## src/rtl/weight_mem_loader_pkg.sv

```systemverilog
// Shared parameters, mode codes and FSM state type for the weight loader.
package weight_mem_loader_pkg;

  localparam logic [2:0] MODE_CNN = 3'd0;
  localparam logic [2:0] MODE_FC  = 3'd1;

  localparam int N_DIM_ARRAY             = 4;
  localparam int WEIGHT_DATA_WIDTH       = 8;
  localparam int WEIGHT_MEMORY_ADDR_SIZE = 12;

  typedef enum logic [1:0] {
    IDLE = 2'd0,
    FILL = 2'd1,
    DONE = 2'd2
  } ld_state_t;

endpackage

```

## src/rtl/weight_mem_loader_if.sv

```systemverilog
// Valid/ready weight stream into the loader.
interface weight_mem_loader_if #(
  parameter int DW = 8
);
  logic                 in_valid;
  logic signed [DW-1:0] in_data;
  logic                 in_ready;

  modport master (output in_valid, output in_data, input in_ready);
  modport slave  (input in_valid, input in_data, output in_ready);
endinterface

```

## src/rtl/weight_mem_loader_row_packer.sv

```systemverilog
// Shifts accepted weights into lanes; pulses row_full after the last lane.
module weight_row_packer #(
  parameter int N_DIM = 4,
  parameter int DW    = 8
) (
  input  logic                 clk,
  input  logic                 reset,
  input  logic                 clear,
  input  logic                 beat,
  input  logic signed [DW-1:0] data,
  output logic signed [DW-1:0] row [N_DIM],
  output logic                 row_full,
  output logic                 last_lane
);

  localparam int LW = (N_DIM > 1) ? $clog2(N_DIM) : 1;

  logic [LW-1:0] lane;

  assign last_lane = (lane == LW'(N_DIM - 1));

  always_ff @(posedge clk or posedge reset) begin
    if (reset) begin
      lane     <= '0;
      row_full <= 1'b0;
      for (int i = 0; i < N_DIM; i++) row[i] <= '0;
    end else begin
      row_full <= beat && last_lane && !clear;
      if (clear) begin
        lane <= '0;
      end else if (beat) begin
        row[lane] <= data;
        lane      <= last_lane ? '0 : lane + LW'(1);
      end
    end
  end

endmodule

```

## src/rtl/weight_mem_loader.sv

```systemverilog
// Streams weights into N_DIM-wide words for the FC or CNN weight memory.
// Define WEIGHT_LOADER_STALL_CNT_EN to build the starved-cycle counter.
module weight_mem_loader
  import weight_mem_loader_pkg::*;
#(
  parameter int N_DIM = N_DIM_ARRAY,
  parameter int DW    = WEIGHT_DATA_WIDTH,
  parameter int AW    = WEIGHT_MEMORY_ADDR_SIZE
) (
  input  logic                 clk,
  input  logic                 reset,
  input  logic                 start,
  input  logic                 abort,
  input  logic [2:0]           cfg_mode,
  input  logic                 cfg_bank,
  input  logic [AW-2:0]        cfg_base,
  input  logic [15:0]          cfg_num_words,
  weight_mem_loader_if.slave   in_s,
  output logic                 wr_en_ext_fc_w,
  output logic                 wr_en_ext_cnn_w,
  output logic [AW-1:0]        wr_addr_ext_fc_w,
  output logic [AW-1:0]        wr_addr_ext_cnn_w,
  output logic signed [DW-1:0] wr_data_ext_fc_w  [N_DIM],
  output logic signed [DW-1:0] wr_data_ext_cnn_w [N_DIM],
  output logic                 busy,
  output logic                 done,
  output logic [31:0]          stall_cnt
);

  ld_state_t            state;
  logic                 ready;
  logic                 is_fc;
  logic                 bank;
  logic [AW-2:0]        base;
  logic [15:0]          num;
  logic [15:0]          acc_idx;
  logic [15:0]          wr_idx;
  logic [AW-2:0]        waddr_lo;
  logic                 start_ok;
  logic                 accept;
  logic                 last_acc;
  logic                 row_full;
  logic                 last_lane;
  logic signed [DW-1:0] row [N_DIM];

  assign in_s.in_ready = ready;
  assign start_ok      = start && (state == IDLE);
  // abort must beat a coincident final beat, so it gates acceptance
  assign accept        = in_s.in_valid && ready && !abort;
  assign last_acc      = accept && last_lane;
  assign waddr_lo      = base + wr_idx[AW-2:0];

  weight_row_packer #(
    .N_DIM (N_DIM),
    .DW    (DW)
  ) u_packer (
    .clk       (clk),
    .reset     (reset),
    .clear     (start_ok || abort),
    .beat      (accept),
    .data      (in_s.in_data),
    .row       (row),
    .row_full  (row_full),
    .last_lane (last_lane)
  );

  always_ff @(posedge clk or posedge reset) begin
    if (reset) begin
      state   <= IDLE;
      ready   <= 1'b0;
      busy    <= 1'b0;
      done    <= 1'b0;
      is_fc   <= 1'b0;
      bank    <= 1'b0;
      base    <= '0;
      num     <= '0;
      acc_idx <= '0;
      wr_idx  <= '0;
    end else if (abort) begin
      state <= IDLE;
      ready <= 1'b0;
      busy  <= 1'b0;
      done  <= 1'b0;
    end else begin
      unique case (state)
        IDLE: begin
          done <= 1'b0;
          if (start_ok) begin
            is_fc   <= (cfg_mode == MODE_FC);
            bank    <= cfg_bank;
            base    <= cfg_base;
            num     <= cfg_num_words;
            acc_idx <= '0;
            wr_idx  <= '0;
            busy    <= 1'b1;
            if (cfg_num_words == 16'd0) begin
              state <= DONE;
              done  <= 1'b1;
            end else begin
              state <= FILL;
              ready <= 1'b1;
            end
          end
        end
        FILL: begin
          if (last_acc) acc_idx <= acc_idx + 16'd1;
          if (last_acc && (acc_idx == num - 16'd1)) ready <= 1'b0;
          if (row_full) begin
            wr_idx <= wr_idx + 16'd1;
            if (wr_idx == num - 16'd1) begin
              state <= DONE;
              done  <= 1'b1;
            end
          end
        end
        DONE: begin
          state <= IDLE;
          busy  <= 1'b0;
          done  <= 1'b0;
        end
        default: begin
          state <= IDLE;
          ready <= 1'b0;
          busy  <= 1'b0;
          done  <= 1'b0;
        end
      endcase
    end
  end

  always_comb begin
    wr_en_ext_fc_w    = 1'b0;
    wr_en_ext_cnn_w   = 1'b0;
    wr_addr_ext_fc_w  = '0;
    wr_addr_ext_cnn_w = '0;
    for (int i = 0; i < N_DIM; i++) begin
      wr_data_ext_fc_w[i]  = '0;
      wr_data_ext_cnn_w[i] = '0;
    end
    if (row_full && is_fc) begin
      wr_en_ext_fc_w   = 1'b1;
      wr_addr_ext_fc_w = {bank, waddr_lo};
      for (int i = 0; i < N_DIM; i++) wr_data_ext_fc_w[i] = row[i];
    end
    if (row_full && !is_fc) begin
      wr_en_ext_cnn_w   = 1'b1;
      wr_addr_ext_cnn_w = {bank, waddr_lo};
      for (int i = 0; i < N_DIM; i++) wr_data_ext_cnn_w[i] = row[i];
    end
  end

`ifdef WEIGHT_LOADER_STALL_CNT_EN
  // starved = loader ready but source has nothing to offer
  always_ff @(posedge clk or posedge reset) begin
    if (reset) begin
      stall_cnt <= '0;
    end else if (start_ok && !abort) begin
      stall_cnt <= '0;
    end else if (ready && !in_s.in_valid && (stall_cnt != '1)) begin
      stall_cnt <= stall_cnt + 32'd1;
    end
  end
`else
  assign stall_cnt = '0;
`endif

endmodule
```

## src/flat_wrapper.sv

```systemverilog
// flat-port wrapper written by rule: the top's interface ports become plain ports
module weight_mem_loader_flat import weight_mem_loader_pkg::*;
#(
  parameter int N_DIM = N_DIM_ARRAY,
  parameter int DW    = WEIGHT_DATA_WIDTH,
  parameter int AW    = WEIGHT_MEMORY_ADDR_SIZE
)
  (clk, reset, start, abort, cfg_mode, cfg_bank, cfg_base, cfg_num_words, wr_en_ext_fc_w, wr_en_ext_cnn_w, wr_addr_ext_fc_w, wr_addr_ext_cnn_w, wr_data_ext_fc_w, wr_data_ext_cnn_w, busy, done, stall_cnt, in_s_in_valid, in_s_in_data, in_s_in_ready);
  weight_mem_loader_if #(.DW(DW)) in_s_i ();
  input  logic clk;
  input  logic reset;
  input  logic start;
  input  logic abort;
  input  logic [2:0] cfg_mode;
  input  logic cfg_bank;
  input  logic [AW-2:0] cfg_base;
  input  logic [15:0] cfg_num_words;
  output logic wr_en_ext_fc_w;
  output logic wr_en_ext_cnn_w;
  output logic [AW-1:0] wr_addr_ext_fc_w;
  output logic [AW-1:0] wr_addr_ext_cnn_w;
  output logic signed [DW-1:0] wr_data_ext_fc_w[N_DIM];
  output logic signed [DW-1:0] wr_data_ext_cnn_w[N_DIM];
  output logic busy;
  output logic done;
  output logic [31:0] stall_cnt;
  input wire logic [$bits(in_s_i.in_valid)-1:0] in_s_in_valid;
  input wire logic [$bits(in_s_i.in_data)-1:0] in_s_in_data;
  output wire logic [$bits(in_s_i.in_ready)-1:0] in_s_in_ready;
  assign in_s_i.in_valid = in_s_in_valid;
  assign in_s_i.in_data = in_s_in_data;
  assign in_s_in_ready = in_s_i.in_ready;
  weight_mem_loader #(.N_DIM(N_DIM), .DW(DW), .AW(AW)) u_core (.clk(clk), .reset(reset), .start(start), .abort(abort), .cfg_mode(cfg_mode), .cfg_bank(cfg_bank), .cfg_base(cfg_base), .cfg_num_words(cfg_num_words), .in_s(in_s_i), .wr_en_ext_fc_w(wr_en_ext_fc_w), .wr_en_ext_cnn_w(wr_en_ext_cnn_w), .wr_addr_ext_fc_w(wr_addr_ext_fc_w), .wr_addr_ext_cnn_w(wr_addr_ext_cnn_w), .wr_data_ext_fc_w(wr_data_ext_fc_w), .wr_data_ext_cnn_w(wr_data_ext_cnn_w), .busy(busy), .done(done), .stall_cnt(stall_cnt));
endmodule
```

## config.mk

```make
export PLATFORM = sky130hd
export DESIGN_NAME = weight_mem_loader_flat
export DESIGN_NICKNAME = d
export VERILOG_FILES = /design/src/rtl/weight_mem_loader_pkg.sv /design/src/rtl/weight_mem_loader_if.sv /design/src/rtl/weight_mem_loader_row_packer.sv /design/src/rtl/weight_mem_loader.sv /design/src/flat_wrapper.sv
export SDC_FILE = /design/constraint.sdc
export NUM_CORES = 1
export LEC_CHECK = 0
export CELL_PAD_IN_SITES_DETAIL_PLACEMENT = 1
export CELL_PAD_IN_SITES_GLOBAL_PLACEMENT = 2
export CORE_UTILIZATION = 32
export CTS_BUF_LIST = sky130_fd_sc_hd__clkbuf_16
export CTS_CLUSTER_SIZE = 8
export DETAILED_ROUTE_END_ITERATION = 7
export GPL_ROUTABILITY_DRIVEN = 1
export PLACE_DENSITY = 0.93
export SETUP_SLACK_MARGIN = 0.3
export SYNTH_ARGS = -nofsm -noshare
export SYNTH_HDL_FRONTEND = slang
export SYNTH_SLANG_ARGS = --single-unit
export TNS_END_PERCENT = 20
```

## constraint.sdc

```tcl
create_clock -name clk -period 10.8 [get_ports clk]
set_clock_uncertainty 0.2 [all_clocks]
set_input_delay 2.7 -clock clk [delete_from_list [all_inputs] [get_ports clk]]
set_output_delay 2.7 -clock clk [all_outputs]
set_load 0.01 [all_outputs]
```

Word-level counts from Yosys, hierarchy flattened
Index checks and enable logic that the tools add are counted.
{ "word_totals": {"regBits": 101, "in_bits": 44, "wordCells": 104} }
{ "op_classes": {"addsub": 5, "n_lt_le_gt_ge": 2, "n_eq_ne": 16, "muxes": 37, "bitwise_logic": 3, "reduce_logical": 25} }
{ "op_table": {"columns": ["operator", "n"], "rows": [
  ["32-bit two-way mux", 2],
  ["16-bit case mux with 2 select lines", 2],
  ["16-bit two-way mux", 3],
  ["16-bit by 1-bit adder with 16-bit output, second input constant", 2],
  ["32-bit bitwise mux", 1],
  ["16-bit equality test", 2],
  ["12-bit two-way mux", 2],
  ["8-bit demux with 2-bit select", 1],
  ["16-bit zero test", 1],
  ["2-bit two-way mux", 8],
  ["16-bit by 1-bit subtractor with 16-bit output, second input constant", 1],
  ["1-bit two-way mux", 13],
  ["4-bit AND reduction", 3],
  ["11-bit adder", 1],
  ["1-bit logical AND", 9],
  ["3-bit by 2-bit inequality test with 1-bit output, second input constant", 3],
  ["8-bit two-way mux", 1],
  ["2-bit inequality test, second input constant", 3],
  ["3-bit inequality test, second input constant", 2],
  ["2-bit AND reduction", 3],
  ["3-bit AND reduction", 2],
  ["2-bit equality test, second input constant", 2],
  ["2-bit by 1-bit inequality test with 1-bit output, second input constant", 2],
  ["1-bit case mux with 2 select lines", 2],
  ["13 further kinds", 17]
]} }

Longest topological paths before layout
Gate-level depths: netlist (run 1).
{ "depth": {"word_depth": 7, "mapped_depth": 9, "depth_no_buf": 9} }

Cells and area by module
A second synthesis (run 1) with hierarchy kept.
{ "unflattened": {"cells_unflattened": 686, "area_unflattened_um2": 6518.8} }
{ "by_module_without_submodules": {"columns": ["module", "n_inst", "cells_each", "area_per_inst_um2", "seq_area_each_um2"], "rows": [
  ["weight_mem_loader", 1, 601, 5088.6, 1651.6],
  ["weight_row_packer", 1, 85, 1430.1, 875.8]
]} }

Least setup slack after synthesis (run 1)
OpenSTA, ideal clock, no wires.
{ "synth_timing": {"kind": "reg-to-output", "start": "register u_core.wr_idx[0]", "end": "output port wr_addr_ext_fc_w[10]", "arrival_ns": 2.474, "slack_ns": 5.426, "path_stages_with_launch": 10, "cell_sequence": "dfrtp_1 ha_1 fa_1 a21o_1 a21oi_1 o21bai_1 a2111oi_0 o31ai_1 xnor2_1 nor2_1"} }
{ "synth_between": {"elab_chain_len": 2} }
{ "synth_rtl": {"columns": ["item", "line", "text"], "rows": [
  ["start: declaration", "weight_mem_loader.sv:37", "logic [15:0] wr_idx;"],
  ["start signal: assignment", "weight_mem_loader.sv:109", "wr_idx <= wr_idx + 16'd1;"],
  ["11-bit adder", "weight_mem_loader.sv:51", "assign waddr_lo = base + wr_idx[AW-2:0];"],
  ["12-bit two-way mux", "weight_mem_loader.sv:140", "if (row_full && is_fc) begin"],
  ["end: declaration", "flat_wrapper.sv:20", "output logic [AW-1:0] wr_addr_ext_fc_w;"]
]} }
Every way passes these cells.

Final worst setup path (run 1)
{ "layout_timing": {"start": "register u_core.wr_idx[0]", "end": "output port wr_addr_ext_cnn_w[10]"} }
{ "layout_between": {"elab_chain_len": 2} }
{ "layout_rtl": {"columns": ["item", "line", "text"], "rows": [
  ["11-bit adder", "weight_mem_loader.sv:51", null],
  ["12-bit two-way mux", "weight_mem_loader.sv:145", "if (row_full && !is_fc) begin"],
  ["end: declaration", "flat_wrapper.sv:21", "output logic [AW-1:0] wr_addr_ext_cnn_w;"]
]} }
Every way passes these cells.

==> results of run 1 <==
[flip-flops by register name (all words and copies together), names as in the netlist, 2 cells and up]
name                  cells
u_core.u_packer.lane      2
u_core.num               16
u_core.u_packer.row      32
u_core.wr_idx            16
u_core.acc_idx           16
u_core.base              11
u_core.state              2
[logic make-up (layout without fill, tap and decap cells)]
group           Yosys count  count (layout)
other cells               1              32
compound gates           60              60
mux                      64              64
flops                   101             101
fa+ha+maj                18              18
simple gates            246             246
buf+inv                  83             170
xor+xnor                 78              78
[cells in the mapped netlist, types with 2 or more instances]
master / instances / area share [%]
a31oi_1: 2 / 0.20
or4_4: 3 / 0.53
nand4_1: 11 / 1.1
o21ai_0: 15 / 1.2
a21boi_1: 2 / 0.24
nand3b_1: 2 / 0.24
xnor3_1: 2 / 0.71
buf_1: 2 / 0.12
buf_6: 2 / 0.35
and3_1: 41 / 4.0
dfrtp_1: 101 / 40
nor2b_1: 3 / 0.29
nor2_1: 57 / 3.4
nand2_1: 31 / 1.8
mux2_2: 60 / 11
buf_4: 33 / 3.9
and2_1: 40 / 3.9
inv_1: 17 / 1.0
clkbuf_1: 27 / 1.6
or2_2: 2 / 0.20
a21oi_1: 20 / 1.6
nor4_1: 11 / 1.1
a2111oi_0: 2 / 0.27
or3_1: 7 / 0.69
a21boi_0: 3 / 0.35
buf_2: 2 / 0.16
o21bai_1: 3 / 0.35
nand3_1: 13 / 1.0
xor2_1: 35 / 4.8
ha_1: 17 / 3.3
a21o_1: 3 / 0.35
o31ai_1: 3 / 0.35
xnor2_1: 41 / 5.6
nand2b_1: 3 / 0.29
mux2i_1: 3 / 0.47
nor3_1: 10 / 0.79
[how the worst min path moves through the flow]
stage                                      end  slack, ns  cells after the start
CTS                 u_core.base[6]$_DFFE_PP0P_       0.32                      1
finish              u_core.base[9]$_DFFE_PP0P_       0.32                      1
detailed placement  u_core.base[6]$_DFFE_PP0P_       0.30                      1
floorplan           u_core.base[0]$_DFFE_PP0P_       0.28                      1
global route        u_core.base[5]$_DFFE_PP0P_       0.34                      1
global placement    u_core.base[2]$_DFFE_PP0P_       0.29                      1
[power by group through the flow]
stage / Combinational (mW) / Sequential, mW / Clock, mW
detailed placement: 0.257 / 0.508 / 0
finish: 0.255 / 0.503 / 0.320
floorplan: 0.229 / 0.466 / 0
CTS: 0.259 / 0.502 / 0.334
global route: 0.284 / 0.512 / 0.345
global placement: 0.249 / 0.504 / 0
[critical path: cells and delay by family (launching register included)]
kind | cells | cell delay [ns]
adder cells (fa/ha/maj) | 2 | 0.67
flip-flops | 1 | 0.45
XOR/XNOR | 1 | 0.18
AND/OR/NAND/NOR | 1 | 0.12
buffers and inverters | 1 | 0.57
AO/OA/AOI/OAI | 5 | 1.33
[placed cells by master (no fill, tap or decap), types with 31 or more instances in the layout]
master           netlist  layout
mux2_2                60      60
and3_1                41      41
clkdlybuf4s50_1        0     136
dfrtp_1              101     101
nand2_1               31      31
conb_1                 1      32
xnor2_1               41      41
nor2_1                57      57
and2_1                40      40
xor2_1                35      35
[per-stage QoR]
stage | util [%] | worst slack, ns | cells
5_1_grt | 41.6 | 3.99 | 1034
3_3_place_gp | 40.2 | 4.64 | 1019
2_1_floorplan | - | 5.25 | 682
6_report | 41.6 | 4.22 | 1034
4_1_cts | 41.6 | 4.15 | 1034
3_5_place_dp | 40.2 | 4.55 | 1019
[cell type report]
cell class,count,share of cell area (%)
repair buffers,138,17.0
clock buffers,9,2.78
multi-input cells,498,43.3
flip-flops and latches,101,31.2
inverters,17,0.818
clock inverters,6,0.803
well taps,265,4.09
[per-layer routing]
metal	GRT usage, %	share of wire (%)	vias to the layer above
met4	4.13	1.2	0
met1	20.5	44	2457
met3	3.22	4.8	14
met2	30.3	50	128
met5	0	0	-
li1	-	-	2389
==> results.cfg, run 1 <==
[power_and_ir_drop]
clock_power_share_pct = 29.7
power.combinational.fraction_pct = 23.6
peakVddDrop_mv = 0.112
cell_internal_pwr_uw = 737
report.power.total_mw = 1.08
netSwitchingPower_uw = 341
pwr-share-seq_pct = 46.6
total_leakage_power_nw = 3.51
power_switching_share_pct = 31.6
p_per_area_nw_per_um2 = 133

[drt]
num_vias = 4988
drt-initial-drc-count = 94
detail_route.drc_violations = 0
avgViaCountPerCell = 4.82
drtPass1Iterations = 4
drt.antenna.violating_nets = 0
wire_per_inst_um = 16.2
postRouteWirelength_um = 16800

[cts]
htreeDepth = 3
worstSkewPairLatency_ns = 0.35
post_cts.repair.setup_buffers = 0
clk_transition_reported_paths_ns = 0.07
postCtsHoldBufs = 0
root_buffer = clkbuf_16
cts_repair_resize_count = 0
cts_tree = built
numClockSinks = 101
cts_buffers = 9
cts_max_path_buffers = 2

[timing]
setup_viol = 0
hold_viol_final = 0
fin_tns_setup_ns = 0
max_clock_freq_mhz = 152
hold_slack_ns = 0.317
worst_slew_pin_slew_ns = 1.08
slew_headroom_pct = 27.9
final.period_utilization_pct = 60.9
rsz0062_at_grt = no
final_period_minus_worst_setup_slack_ns = 6.58
maxSlewViolCount = 0

[finish]
seqCellArea_sq_um = 2530
multi_input_comb_area_sq_um = 3510
num_antenna_cells = 0
layout-drive-gt1-share_pct = 11.7
fill_cell_count = 2217
post-route-cell-area_sq_um = 8110
nNetsFinal = 827
syn_to_final_growth_pct = 27.2

[global_routing]
wire_length_of_the_first_global_routing_pass_um = 26600
grt_max_degree = 68
grt.overflow.total = 0
antenna_violations_before_repair = 0
grt_util_all_layers_pct = 16.9
vias_in_the_first_global_route = 5018

[critical_path]
critPathKind = flop to output port
worstSetupEndpointType = output port
crit-reg2reg-launch = u_core.u_packer.row_full$_DFF_PP0_
master_of_the_slowest_instance_on_the_critical_path = a2111oi_0
worstReg2RegEnd = u_core.wr_idx[15]$_DFFE_PP0P_
critical_path_required_ns = 7.90
worstSetupEndpoint = wr_addr_ext_cnn_w[10]
r2r_slack_ns = 7.34
data_arrival_time_of_the_critical_path_ns = 3.68
critical_path.max_stage_delay_ns = 0.62
critical_path.max_fanout = 6
worstSetupStartpoint = u_core.wr_idx[0]$_DFFE_PP0P_
crit_path_cell_trace = ha_1 -> fa_1 -> a21o_1 -> a21oi_1 -> o21bai_1 -> a2111oi_0 -> o31ai_1 -> xnor2_1 -> nor2_1 -> clkdlybuf4s50_1
r2r_cells = 7
worst_setup_path_start_kind = flop

[logic_synthesis]
gate_count_post_synth = 651
ys_types = 58
synthFlopType = dfrtp_1
synth_warnings = 0
synth-adder-area-share_pct = 3.65
main_combinational_cell_family_by_area_after_synthesis = simple AND/OR/NAND/NOR gates
synth_sequential_area_ratio_pct = 39.7
synth_enable_flop_cells = 0
yosys.area_share.xor_xnor_pct = 11.2
ys_ff_latch = 101
muxShareOfSynthArea_pct = 11.3
syn_area_per_cell_sq_um = 9.79
mappedNetlistArea_sq_um = 6370
post_synthesis_simple_gate_area_fraction_pct = 21.3
synth_async_sr_flop_share_pct = 100
synth_compound_gate_area_share_pct = 5.79

[place]
postPlaceCellArea_sq_um = 7820
placement.io_buffers = 136
place_congestion = 0.774
place.detailed.hpwl_um = 12900

[outcome]
outcome = complete, no violations

[floorplanning]
die_height_um = 143
die_w_um = 143
fp-row-count = 51
die-area_sq_um = 20500
fp.coreArea_sq_um = 19500
start_util_pct = 32.7
boundaryPins = 169

[hold_path]
min-delay-path-class = flop to flop
hold_start = u_core.base[9]$_DFFE_PP0P_

[job]
max_cap_viol_count = 0
No activity file was read; power rests on OpenSTA's default activity.
==> inputs of run 2 (changes only) <==
CORE_UTILIZATION = 27   (was 32)
PLACE_DENSITY = 0.84   (was 0.93)
clock period = 5.9 ns   (was 10.8 ns; I/O delays follow)
==> run 2 against run 1 <==
  * Design area up 1.0%
  * Sequential power up 80%
  * Largest cell class unchanged
  * Total power up 85%
  * Flip-flop and latch count is the same
  * Non-clock buffer count up 2
  * Critical endpoint is now wr_addr_ext_fc_w[10]
  * Setup slack got worse by 3.5 ns
  * Register-to-register slack lost 4.6 ns
  * Clock power up 91%
  * Count of clock-buffer cells in the layout unchanged
  * Hold slack lost 0.0018 ns
  * Largest power group unchanged
  * Critical path type unchanged
==> results.cfg, run 2 (synthesized netlist as in run 1, its figures left out) <==
[outcome]
outcome = complete, no violations

[timing]
final_period_minus_worst_setup_slack_ns = 5.20
maxSlewViolCount = 0
final.period_utilization_pct = 88.1
rsz0062_at_grt = no
layout_setup_ws_ns = 0.705
max_clock_freq_mhz = 192
worst_slew_pin_slew_ns = 0.895
slew_headroom_pct = 40.3
setup_viol = 0
fin_tns_setup_ns = 0
hold_viol_final = 0

[floorplanning]
die-area_sq_um = 24200
fp-row-count = 55
boundaryPins = 169
die_w_um = 156
start_util_pct = 27.8
die_height_um = 156
fp.coreArea_sq_um = 22900

[cts]
numClockSinks = 101
cts_buffers = 9
clk_transition_reported_paths_ns = 0.07
post_cts.repair.setup_buffers = 0
root_buffer = clkbuf_16
htreeDepth = 3
worstSkewPairLatency_ns = 0.36
cts_max_path_buffers = 2
cts_tree = built

[critical_path]
critical_path.max_fanout = 6
worstReg2RegEnd = u_core.state[0]$_DFFE_PP0P_
r2r_slack_ns = 2.75
data_arrival_time_of_the_critical_path_ns = 3.52
worstSetupEndpointType = output port
worstSetupEndpoint = wr_addr_ext_fc_w[10]
critPathKind = flop to output port
worst_setup_path_start_kind = flop
crit-reg2reg-launch = u_core.num[0]$_DFFE_PP0P_
worstSetupStartpoint = u_core.wr_idx[0]$_DFFE_PP0P_
critical_path_required_ns = 4.22
r2r_cells = 9

[global_routing]
antenna_violations_before_repair = 0
grt.overflow.total = 0
wire_length_of_the_first_global_routing_pass_um = 27900
grt_util_all_layers_pct = 14.8
vias_in_the_first_global_route = 5060
grt_max_degree = 70

[place]
place_congestion = 0.769
detailedPlace.worstSlack_ns = 0.931
place.detailed.hpwl_um = 13300
placement.io_buffers = 136

[drt]
drtPass1Iterations = 5
num_vias = 5035
wire_per_inst_um = 15.8
drt.antenna.violating_nets = 0
drt-initial-drc-count = 178
avgViaCountPerCell = 4.64
postRouteWirelength_um = 17200
detail_route.drc_violations = 0

[finish]
syn_to_final_growth_pct = 28.5
largest_register = u_core.u_packer.row
nNetsFinal = 829
num_antenna_cells = 0
layout_commonest_cell = clkdlybuf4s50_1
layout-drive-gt1-share_pct = 12.0
fill_cell_count = 2607
layout_common_cells = clkdlybuf4s50_1 (136), dfrtp_1 (101), mux2_2 (60), nor2_1 (57)
largest_register_ffs = 32

[hold_path]
min-delay-path-class = flop to flop
hold_start = u_core.base[6]$_DFFE_PP0P_

[power_and_ir_drop]
total_leakage_power_nw = 3.53
peakVddDrop_mv = 0.177
p_per_area_nw_per_um2 = 243

[job]
max_cap_viol_count = 0
run 2: cell count changes in the layout (fill, tap and decap cells not counted), sizes merged:
cell / previous run / this run
buf: 2 / 4
clkinv: 2 / 0
inv: 17 / 20
run 2: report_power, final:
group	total (mW)	switching, mW	leakage (nW)	internal [mW]
sequential	0.906	0.124	1.33	0.782
combinational	0.478	0.235	2.06	0.244
clock	0.610	0.280	0.140	0.330
total	1.99	0.638	3.53	1.36
run 2: worst max-delay path, stage by stage (launching register included):
cell and delay, ns:
dfrtp_1 0.45, ha_1 0.26, fa_1 0.40, a21o_1 0.17, a21oi_1 0.21, o21bai_1 0.12, a2111oi_1 0.54, o31ai_1 0.18
xnor2_1 0.17, nor2_1 0.11, clkdlybuf4s50_1 0.55
run 2: worst min-delay path by stage:
stage                                  to  cells after the start
3_3_place_gp   u_core.base[7]$_DFFE_PP0P_                      1
4_1_cts        u_core.base[7]$_DFFE_PP0P_                      1
2_1_floorplan  u_core.base[0]$_DFFE_PP0P_                      1
6_report       u_core.base[6]$_DFFE_PP0P_                      1
3_5_place_dp   u_core.base[0]$_DFFE_PP0P_                      1
5_1_grt        u_core.base[2]$_DFFE_PP0P_                      1
run 2: cell type report:
type,count,area (sq um),area share (%)
timing repair buffer,140,1390,17.0
clock buffer,9,225,2.75
sequential,101,2530,30.9
clock inverter,7,73.8,0.901
inverter,17,66.3,0.810
tap,313,392,4.78
multi-input combinational,498,3510,42.9
run 2: through the flow:
step	hold WS (ns)	instances	total power [mW]	cell area (sq um)	util [%]
after detailed placement	0.306	1069	1.40	7890	34.4
after global routing	0.333	1085	2.11	8190	35.7
after CTS	0.321	1085	2.03	8190	35.7
final	0.315	1085	1.99	8190	35.7
after global placement	0.294	1069	1.39	7890	34.4
after floorplan	0.285	682	1.27	6490	-
run 2: per-layer routing:
layer,routed length (um),GRT usage (%),up-vias
li1,-,-,2404
met1,7820,18.8,2484
met2,8320,25.1,131
met3,860,3.83,16
met4,182,3.17,0
met5,0,0,-
run 2: repair_timing:
item | 4_1_cts | 5_1_grt
resized for setup | 0 | 1
hold buffers | 0 | 0
setup endpoints to repair | 0 | 2
==> inputs of run 3 (changes only) <==
CAP_MARGIN = 10   (was not set)
CORE_ASPECT_RATIO = 1.25   (was not set)
==> run 3 against run 2 <==
  * Count of clock-buffer cells in the layout unchanged
  * Final cell count decreased by 2.6%
  * Global-route usage decreased by 0.37 points
  * Utilization decreased by 0.58 points
  * Hold slack improved by 0.0011 ns
  * Highest routed layer is now met5
  * First-iteration DRC count decreased by 31%
  * Clock power decreased by 13%
  * Total power decreased by 4.1%
==> results.cfg, run 3 (synthesized netlist as in run 1, its figures left out) <==
[timing]
hold_slack_ns = 0.316
hold_viol_final = 0
worst_slew_pin_slew_ns = 0.963
max_clock_freq_mhz = 193
rsz0062_at_grt = no
setup_viol = 0
slew_headroom_pct = 35.8
final.period_utilization_pct = 87.6
fin_tns_setup_ns = 0
maxSlewViolCount = 0
final_period_minus_worst_setup_slack_ns = 5.17

[finish]
postLayoutCoreUtil_pct = 35.2
layout_commonest_cell = clkdlybuf4s50_1
stdcell_count = 1057
num_antenna_cells = 0
layout-drive-gt1-share_pct = 11.4
syn_to_final_growth_pct = 27.1
fill_cell_count = 2668
layout_common_cells = clkdlybuf4s50_1 (136), dfrtp_1 (101), mux2_2 (60), nor2_1 (57)
seqCellArea_sq_um = 2530
largest_register_ffs = 32
multi_input_comb_area_sq_um = 3510
largest_register = u_core.u_packer.row
nNetsFinal = 828

[place]
dp.cells = 1043
place.detailed.hpwl_um = 13100
placement.io_buffers = 136
place_congestion = 0.820

[cts]
numClockSinks = 101
cts_max_path_buffers = 2
cts_buffers = 9
root_buffer = clkbuf_16
worstSkewPairLatency_ns = 0.34
cts_tree = built
clk_transition_reported_paths_ns = 0.07
htreeDepth = 3
post_cts.repair.setup_buffers = 0

[critical_path]
worstReg2RegEnd = u_core.state[0]$_DFFE_PP0P_
worstSetupEndpointType = output port
worstSetupEndpoint = wr_addr_ext_fc_w[10]
worst_setup_path_start_kind = flop
r2r_slack_ns = 2.63
critical_path.max_fanout = 6
critical_path_required_ns = 4.22
data_arrival_time_of_the_critical_path_ns = 3.49
critPathKind = flop to output port
worstSetupStartpoint = u_core.wr_idx[0]$_DFFE_PP0P_
crit-reg2reg-launch = u_core.num[0]$_DFFE_PP0P_
r2r_cells = 9

[drt]
drt-initial-drc-count = 123
wire_per_inst_um = 16.1
avgViaCountPerCell = 4.71
detail_route.drc_violations = 0
drt.antenna.violating_nets = 0
drtPass1Iterations = 4
num_vias = 4981
postRouteWirelength_um = 17000

[job]
max_cap_viol_count = 0

[power_and_ir_drop]
netSwitchingPower_uw = 611
clock_power_share_pct = 27.6
total_leakage_power_nw = 3.51
power_switching_share_pct = 31.9
pwr-share-seq_pct = 47.9
cell_internal_pwr_mw = 1.30
peakVddDrop_mv = 0.124
power.combinational.fraction_pct = 24.5
p_per_area_nw_per_um2 = 236

[floorplanning]
start_util_pct = 27.7
fp.coreArea_sq_um = 23000
boundaryPins = 169
die_height_um = 174
die_w_um = 139
fp-row-count = 62
die-area_sq_um = 24200

[global_routing]
grt_util_all_layers_pct = 14.4
antenna_violations_before_repair = 1
vias_in_the_first_global_route = 5126
grt.overflow.total = 0
grt_max_degree = 75
wire_length_of_the_first_global_routing_pass_um = 27700

[hold_path]
min-delay-path-class = flop to flop

[outcome]
outcome = complete, no violations
==> run 3: cell types whose count changed in the layout (fill, tap and decap cells not counted), sizes merged <==
cell and change:
bufinv -1, buf -1, clkinv +1, clkinvlp -2
==> run 3: metrics by stage <==
stage	instance area [sq um]	worst slack (ns)	power, mW
floorplan	6490	1.58	1.27
global placement	7850	1.01	1.39
detailed placement	7850	0.956	1.40
CTS	8100	0.576	1.94
global route	8100	0.376	2.03
finish	8100	0.731	1.91
==> run 3: worst max-delay path: stages, from the launching register on <==
cell and delay (ns):
dfrtp_1 0.44, ha_1 0.25, fa_1 0.41, a21o_1 0.18, a21oi_1 0.21, o21bai_1 0.12
a2111oi_1 0.54, o31ai_1 0.18, xnor2_1 0.17, nor2_1 0.11, clkdlybuf4s50_1 0.55
==> run 3: worst min-delay path by stage <==
stage                                from                    endpoint  cells after the start
4_1_cts        u_core.base[2]$_DFFE_PP0P_  u_core.base[2]$_DFFE_PP0P_                      1
3_5_place_dp   u_core.base[2]$_DFFE_PP0P_  u_core.base[2]$_DFFE_PP0P_                      1
3_3_place_gp   u_core.base[8]$_DFFE_PP0P_  u_core.base[8]$_DFFE_PP0P_                      1
2_1_floorplan  u_core.base[0]$_DFFE_PP0P_  u_core.base[0]$_DFFE_PP0P_                      1
5_1_grt        u_core.base[0]$_DFFE_PP0P_  u_core.base[0]$_DFFE_PP0P_                      1
6_report       u_core.base[9]$_DFFE_PP0P_  u_core.base[9]$_DFFE_PP0P_                      1
==> run 3: layout make-up <==
class,instances,area share (%)
inverters,17,0.819
multi-input cells,498,43.4
well taps,288,4.45
flip-flops and latches,101,31.2
clock buffers,9,2.78
repair buffers,139,17.1
clock inverters,5,0.293
==> run 3: layer usage <==
| metal | global-route usage [%] | routed length (um) | share of wire, % | vias up |
|---|---|---|---|---|
| met3 | 2.10 | 764 | 4.5 | 13 |
| met1 | 18.4 | 7660 | 45 | 2429 |
| met5 | 0 | 12 | 0.071 | - |
| li1 | - | - | - | 2395 |
| met4 | 3.75 | 144 | 0.85 | 2 |
| met2 | 25.2 | 8400 | 49 | 142 |
==> run 3: power by group through the flow <==
stage | sequential [mW] | combinational [mW] | clock [mW]
after detailed placement | 0.929 | 0.474 | 0
after global routing | 0.931 | 0.522 | 0.573
after global placement | 0.923 | 0.466 | 0
after floorplan | 0.852 | 0.419 | 0
final | 0.916 | 0.469 | 0.529
after CTS | 0.916 | 0.476 | 0.550
==> run 3: what timing repair did <==
item	in CTS	in global routing
setup endpoints to repair	0	3
gates resized for setup	0	1
hold buffers	0	0
